[src/rtl/m_frame_scheduler.sv]
// Frame sequencer: a free-running frame tick starts one game-logic step and
// then one renderer pass per frame. It also runs a watchdog on each phase,
// flags overrun when a tick arrives while the previous one is still pending,
// and counts completed frames.
module m_frame_scheduler #(
  parameter int TICKS_PER_FRAME = 833333,
  parameter int TICK_W          = 20,
  parameter int TIMEOUT         = 65535,
  parameter int TO_W            = 16
) (
  input  logic        clock,
  input  logic        resetn,
  input  logic        run,
  input  logic        clr_status,
  output logic        logic_enable,
  input  logic        logic_done,
  output logic        render_enable,
  input  logic        render_finished,
  output logic        busy,
  output logic [15:0] frame_count,
  output logic        overrun,
  output logic        fault
);

  typedef enum logic [1:0] {S_WAIT, S_LOGIC, S_RENDER} state_t;

  localparam logic [TICK_W-1:0] TICK_LAST = TICK_W'(TICKS_PER_FRAME - 1);
  localparam logic [TO_W-1:0]   WD_LAST   = TO_W'(TIMEOUT - 1);
  localparam logic [TO_W-1:0]   WD_MAX    = '1;

  state_t            state, state_nxt;
  logic [TICK_W-1:0] tick_cnt;
  logic [TO_W-1:0]   wd_cnt, wd_nxt;
  logic              pending;
  logic              tick, wd_expired;
  logic              consume, frame_done, abort;

  assign tick       = (tick_cnt == TICK_LAST);
  assign wd_expired = (wd_cnt == WD_LAST);

  // Frame-period counter, independent of state and run.
  always_ff @(posedge clock or negedge resetn) begin
    if (!resetn)   tick_cnt <= '0;
    else if (tick) tick_cnt <= '0;
    else           tick_cnt <= tick_cnt + TICK_W'(1);
  end

  // Next-state, watchdog and frame events. A done flag in the same cycle as
  // watchdog expiry takes priority, so a phase finishing on its last allowed
  // cycle still counts as a success.
  always_comb begin
    state_nxt  = state;
    wd_nxt     = wd_cnt;
    consume    = 1'b0;
    frame_done = 1'b0;
    abort      = 1'b0;
    case (state)
      S_WAIT: begin
        if (run && pending) begin
          state_nxt = S_LOGIC;
          wd_nxt    = '0;
          consume   = 1'b1;
        end
      end
      S_LOGIC: begin
        if (logic_done) begin
          state_nxt = S_RENDER;
          wd_nxt    = '0;
        end else if (wd_expired) begin
          state_nxt = S_WAIT;
          wd_nxt    = '0;
          abort     = 1'b1;
        end else if (wd_cnt != WD_MAX) begin
          wd_nxt = wd_cnt + TO_W'(1);
        end
      end
      S_RENDER: begin
        if (render_finished) begin
          state_nxt  = S_WAIT;
          wd_nxt     = '0;
          frame_done = 1'b1;
        end else if (wd_expired) begin
          state_nxt = S_WAIT;
          wd_nxt    = '0;
          abort     = 1'b1;
        end else if (wd_cnt != WD_MAX) begin
          wd_nxt = wd_cnt + TO_W'(1);
        end
      end
      default: begin
        state_nxt = S_WAIT;
        wd_nxt    = '0;
      end
    endcase
  end

  // State and the decoded enables are registered together so logic_enable
  // falls on the very edge render_enable rises.
  always_ff @(posedge clock or negedge resetn) begin
    if (!resetn) begin
      state         <= S_WAIT;
      wd_cnt        <= '0;
      logic_enable  <= 1'b0;
      render_enable <= 1'b0;
      busy          <= 1'b0;
    end else begin
      state         <= state_nxt;
      wd_cnt        <= wd_nxt;
      logic_enable  <= (state_nxt == S_LOGIC);
      render_enable <= (state_nxt == S_RENDER);
      busy          <= (state_nxt != S_WAIT);
    end
  end

  // Pending tick: a tick landing on the consume cycle re-arms it; ticks never queue.
  always_ff @(posedge clock or negedge resetn) begin
    if (!resetn) pending <= 1'b0;
    else         pending <= tick | (pending & ~consume);
  end

  // Sticky status flags; a set event in the same cycle beats clr_status.
  always_ff @(posedge clock or negedge resetn) begin
    if (!resetn) begin
      overrun <= 1'b0;
      fault   <= 1'b0;
    end else begin
      if (tick && pending && !consume) overrun <= 1'b1;
      else if (clr_status)             overrun <= 1'b0;
      if (abort)           fault <= 1'b1;
      else if (clr_status) fault <= 1'b0;
    end
  end

  // Completed-frame counter, wraps naturally at 16 bits.
  always_ff @(posedge clock or negedge resetn) begin
    if (!resetn)         frame_count <= '0;
    else if (frame_done) frame_count <= frame_count + 16'd1;
  end

endmodule

[config.mk]
export PLATFORM = sky130hd
export DESIGN_NAME = m_frame_scheduler
export DESIGN_NICKNAME = d
export VERILOG_FILES = /design/src/rtl/m_frame_scheduler.sv
export SDC_FILE = /design/constraint.sdc
export NUM_CORES = 1
export LEC_CHECK = 0
export ABC_CLOCK_PERIOD_IN_PS = 1800
export CORE_ASPECT_RATIO = 0.5
export CORE_UTILIZATION = 52
export CTS_CLUSTER_SIZE = 40
export DETAILED_ROUTE_END_ITERATION = 16
export GPL_TIMING_DRIVEN = 0
export PLACE_DENSITY = 0.78
export SLEW_MARGIN = 20
export SYNTH_ARGS = -nofsm -noshare
export SYNTH_HDL_FRONTEND = slang
export SYNTH_SLANG_ARGS = --single-unit
[constraint.sdc]
create_clock -name clock -period 1.8 [get_ports clock]
set_input_delay 0.54 -clock clock [delete_from_list [all_inputs] [get_ports clock]]
set_output_delay 0.54 -clock clock [all_outputs]
set_load 0.01 [all_outputs]
Yosys cells after proc, flatten, opt, wreduce, memory -nomap -nowiden

Index checks and enable logic that the tools add are counted.

Register bits: 60
Word-level logic and storage cells: 55

Reduce and logical (&&, ||, !) cells: 8
Bitwise logic cells: 3
Eq/ne operators: 8
Mux-type cells: 23
Add/subtract/negate cells: 3

Operators by type and width:

| operator                                                         | number |
|---|---|
| 16-bit 2-to-1 mux                                                | 5 |
| 16-bit case mux with 3 select lines                              | 1 |
| 16-bit by 1-bit adder with 16-bit output (second input constant) | 2 |
| 20-bit by 1-bit adder with 20-bit output (second input constant) | 1 |
| 20-bit == test (second input constant)                           | 1 |
| 20-bit 2-to-1 mux                                                | 1 |
| 16-bit == test (second input constant)                           | 1 |
| 16-bit inequality test (second input constant)                   | 1 |
| 1-bit 2-to-1 mux                                                 | 10 |
| 2-bit 2-to-1 mux                                                 | 4 |
| 2-bit case mux with 3 select lines                               | 1 |
| 2-bit nonzero test                                               | 3 |
| 2-bit by 1-bit == test with 1-bit output (second input constant) | 2 |
| 2-bit == test (second input constant)                            | 2 |
| 1-bit logical AND                                                | 3 |
| 2-bit logical NOT                                                | 1 |
| 2-bit inequality test (second input constant)                    | 1 |
| 1-bit case mux with 2 select lines                               | 1 |
| 1-bit bitwise AND                                                | 1 |
| 1-bit logical NOT                                                | 1 |
| 1-bit inverter                                                   | 1 |
| 1-bit bitwise OR                                                 | 1 |

Logic depth before layout (Yosys ltp)

Depth after elaboration: 6
Gate-level depth with buffers: 7

Worst setup path after synthesis

OpenSTA, ideal clock, no wires.

Path kind: flip-flop to flip-flop
Start: reg tick_cnt[6]
End: reg tick_cnt[10]
Buffers on the path: 1
Library setup time: 0.119 ns
Stages on the path, launching flop included: 6
Period minus slack after synthesis: 1.821 ns
Arrival time: 1.702 ns
Data required time: 1.681 ns
Path slack: -0.021 ns
Cells stage by stage: dfrtp_1 > or4b_1 > or4_4 > nor2_4 > buf_6 > nor2_1

Word-level cells in the longest chain between the ends: 2
Elaborated cells between the ends (all ways): 3

Ends and longest elaborated chain:

| what                                                                              | RTL line | source |
|---|---|---|
| start: declaration                                                                | 32       | `logic [TICK_W-1:0] tick_cnt;` |
| start signal: assignment                                                          | 45       | `else tick_cnt <= tick_cnt + TICK_W'(1);` |
| 20-bit by 1-bit adder with 20-bit output / 20-bit == test (equally long branches) | 45, 38   |  |
| 20-bit 2-to-1 mux *                                                               | 44       | `else if (tick) tick_cnt <= '0;` |

Every way passes the cells marked *; elsewhere a longest branch is shown, timed or not.
A chain may end at the register's enable or synchronous reset.

Worst setup path after layout

Start: reg tick_cnt[17]
End: reg tick_cnt[3]

Word-level cells in the longest chain between the ends: 2

Ends and longest elaborated chain:

| what              | RTL line | source |
|---|---|---|
| 20-bit == test    | 38       | `assign tick = (tick_cnt == TICK_LAST);` |
| 20-bit 2-to-1 mux | 44       |  |

No other way between the ends.

==> run metrics <==
run status complete, but fails checks; failing checks negative setup slack; cell type with the largest total area after synthesis sky130_fd_sc_hd__dfrtp_1; sort of element at the start of the critical path flop; most numerous cell in the Yosys netlist sky130_fd_sc_hd__dfrtp_1; worst setup path endpoint tick_cnt[3]; post-synth net total 308; average routed wire per standard cell 16.7 µm; routed vias/inst 5.98; prevailing post-synth register cell sky130_fd_sc_hd__dfrtp_1; highest clock frequency the design can meet 519 MHz; count of unresolved DRC violations after routing 0; Die Area 0.00607 mm²; count of buffers from port buffering 26; detailed-router iteration count before antenna repair 4; Post-CTS Hold Buffers 0; Final Hold Slack 0.268 ns; Syn. warnings 0; setup tns final -1.43 ns; LEAKAGE 0.00187 µW; number of global-route vias before repair 2537; layout net count 365; worst skew pair latency 0.33 ns; total number of vias 2560; number of cells on the worst reg-to-reg path 5; area growth from synthesis to layout 34.3%; maximum number of pins on one net before global-route repair 61; top-level I/O count 27; worst setup skew after layout 0.00497 ns; area share of the leading cell type in the synthesized netlist 0.502; height of the die 55.6 µm; Power Density 810 mW/mm²; count of distinct cell types in the synthesized netlist 47; Post-DP HPWL 4.26 mm; count of standard-cell rows 19; number of clock buffers inserted by TritonCTS 9; number of H-tree levels 3; Tmin final 1.93 ns; worst setup slack for register-to-register paths -0.13 ns; Critical path origin tick_cnt[17]; Tcrit/Tclk final 1.07; Required @ worst endpoint 2.02 ns; number of nets with antenna violations after detailed routing 0; arrival time at the worst endpoint 2.14 ns; area of all placed cells without fillers 0.00402 mm²; final setup slack of the worst path -0.125 ns; Cells after Synth 293; Max stage delay cell, worst path sky130_fd_sc_hd__or4b_4; aggregate global-route resource usage 0.258; clock sink count 60; die width 109 µm; CP Class reg2reg; proportion of synthesized chip area in sequential cells 0.502; overall overflow remaining after global route 0; setup-violating endpoint count in the final report 15; Max FO, Critical Path 6; cell-by-cell listing of the critical path or4b_4 > or4_4 > nor2_4 > buf_6 > nor2_2; Iteration-0 DRC Markers 117; pins over their slew limit 0; Synth area leaders sky130_fd_sc_hd__dfrtp_1, sky130_fd_sc_hd__xnor2_1, sky130_fd_sc_hd__ha_1, sky130_fd_sc_hd__xor2_1, sky130_fd_sc_hd__nand4_1; antenna diode instance count 0; Netlist Area Pre-Place 0.00299 mm²; Reg clk slew, reported paths 0.06 ns; Critical Path Sink Type flop; largest voltage drop on the vdd net 518 µV; capture instance of the worst register-to-register path tick_cnt[3]; post-synthesis sequential element count 60; Critical Path Max Stage Delay 0.53 ns; buffering stage count on the worst path with inverters included 1; number of antenna violations at the first check in global routing 0; average cell area after synthesis 10.2 µm²; worst reg2reg path startpoint tick_cnt[17]; Post-DP Area 0.00334 mm²; count of final hold-check violations 0; clock tree from TritonCTS done; wire length reported by the detailed router 7.14 mm; Max Buffers Root-to-Sink 2; top post-synthesis cells by count sky130_fd_sc_hd__dfrtp_1, sky130_fd_sc_hd__nor2_1, sky130_fd_sc_hd__a21oi_1, sky130_fd_sc_hd__xnor2_1, sky130_fd_sc_hd__nand4_1; PnR Total Power 3250 µW; CTS root buf sky130_fd_sc_hd__clkbuf_16; pin slew with the least headroom to its limit 0.727 ns; first-pass GRT wire length 11.8 mm; global placement routability congestion 0.855; initial standard-cell utilization of the core 0.542; CP delay by family, top simple AND/OR/NAND/NOR gates; count of maximum capacitance violations 0; number of enable flip-flop cells after synthesis 0; CORE AREA 0.00552 mm²; fraction of layout instances using a drive strength above 1 0.231; number of filler instances in the final layout 338; worst rel slew slack 0.515; unrepaired setup endpoints after global routing yes; HP Class in2async; Crit. path cell count 5; fraction of registers with async set/reset 1.00
==> final cells by class <==
class | count | area (µm²) | area share
Sequential cell | 60 | 1510 | 0.375
Clock buffer | 9 | 225 | 0.0561
Clock inverter | 7 | 98.8 | 0.0246
Buffer | 4 | 31.3 | 0.00779
Timing Repair Buffer | 46 | 415 | 0.103
Multi-Input combinational cell | 216 | 1600 | 0.398
Tap cell | 73 | 91.3 | 0.0227
Inverter | 13 | 48.8 | 0.0122
==> per-stage QoR <==
step | cells | util | setup WS [ns]
6_report | 428 | 0.728 | -0.125
5_1_grt | 428 | 0.728 | -0.164
3_5_place_dp | 392 | 0.605 | -0.736
4_1_cts | 423 | 0.697 | -0.0838
3_3_place_gp | 392 | 0.606 | -1.59
2_1_floorplan | 293 | - | 0.0214
==> worst min path at each step <==
stage	start	to	cells after the start
3_5_place_dp	tick_cnt[19]	tick_cnt[19]	1
3_3_place_gp	frame_count[15]	frame_count[15]	1
2_1_floorplan	resetn	busy	0
4_1_cts	resetn	frame_count[14]	1
5_1_grt	resetn	frame_count[14]	1
6_report	resetn	frame_count[12]	1
==> power by group <==
group	switching [µW]	internal, µW
clock network	643	1220
logic	30.0	9.67
registers	0	1350
==> timing repair <==
item,CTS,global route
buffers inserted,14,4
pin swaps,8,11
hold endpoints to repair,0,0
cloned,1,1
endpoints found under the setup margin,53,45
resized for setup,33,42
==> kinds of logic after synthesis <==
kind of cell               count (synthesis)  share of synthesized area
and+or+nand+nor                          127                      0.238
DFF                                       60                      0.502
AOI/OAI and AO/OA                         48                      0.103
xor gates and xnor gates                  30                     0.0879
buffers and inverters                     17                     0.0239
adders and majority gates                  9                     0.0377
muxes                                      2                    0.00712
==> sequential cells by signal, summed over array words and instances, names as in the netlist, 2 cells and up <==
signal,cells
state,2
wd_cnt,16
frame_count,16
tick_cnt,20
==> cells in the final DEF, fill, tap and decap left out, types with 6 or more instances in the layout <==
| cell type | n |
|---|---|
| sky130_fd_sc_hd__ha_1 | 6 |
| sky130_fd_sc_hd__inv_1 | 10 |
| sky130_fd_sc_hd__nor2_1 | 19 |
| sky130_fd_sc_hd__and4_1 | 7 |
| sky130_fd_sc_hd__buf_4 | 18 |
| sky130_fd_sc_hd__dfrtp_1 | 57 |
| sky130_fd_sc_hd__nor2_2 | 6 |
| sky130_fd_sc_hd__clkbuf_16 | 9 |
| sky130_fd_sc_hd__clkdlybuf4s50_1 | 10 |
| sky130_fd_sc_hd__nand2_1 | 14 |
| sky130_fd_sc_hd__nand4_1 | 16 |
| sky130_fd_sc_hd__xnor2_1 | 18 |
| sky130_fd_sc_hd__o31ai_1 | 7 |
| sky130_fd_sc_hd__or4_1 | 7 |
| sky130_fd_sc_hd__dlygate4sd2_1 | 11 |
| sky130_fd_sc_hd__nand3_1 | 14 |
| sky130_fd_sc_hd__a21oi_1 | 14 |
| sky130_fd_sc_hd__and3_1 | 7 |
| sky130_fd_sc_hd__xor2_1 | 12 |
==> worst register-to-register path, stage by stage, from the launching register on <==
cell,delay [ns]
sky130_fd_sc_hd__dfrtp_1,0.38
sky130_fd_sc_hd__or4b_4,0.53
sky130_fd_sc_hd__or4_4,0.46
sky130_fd_sc_hd__nor2_4,0.21
sky130_fd_sc_hd__buf_6,0.18
sky130_fd_sc_hd__nor2_2,0.04
==> per-layer routing <==
layer / wire [µm] / track usage / share of wire / vias up
met2: 3630 / 0.430 / 0.51 / 73
met4: 172 / 0.128 / 0.024 / 0
met1: 3010 / 0.308 / 0.42 / 1268
li1: - / - / - / 1193
met3: 318 / 0.0703 / 0.045 / 26
met5: 0 / 0 / 0 / -
Note: power is estimated with default switching activity, not from simulation.
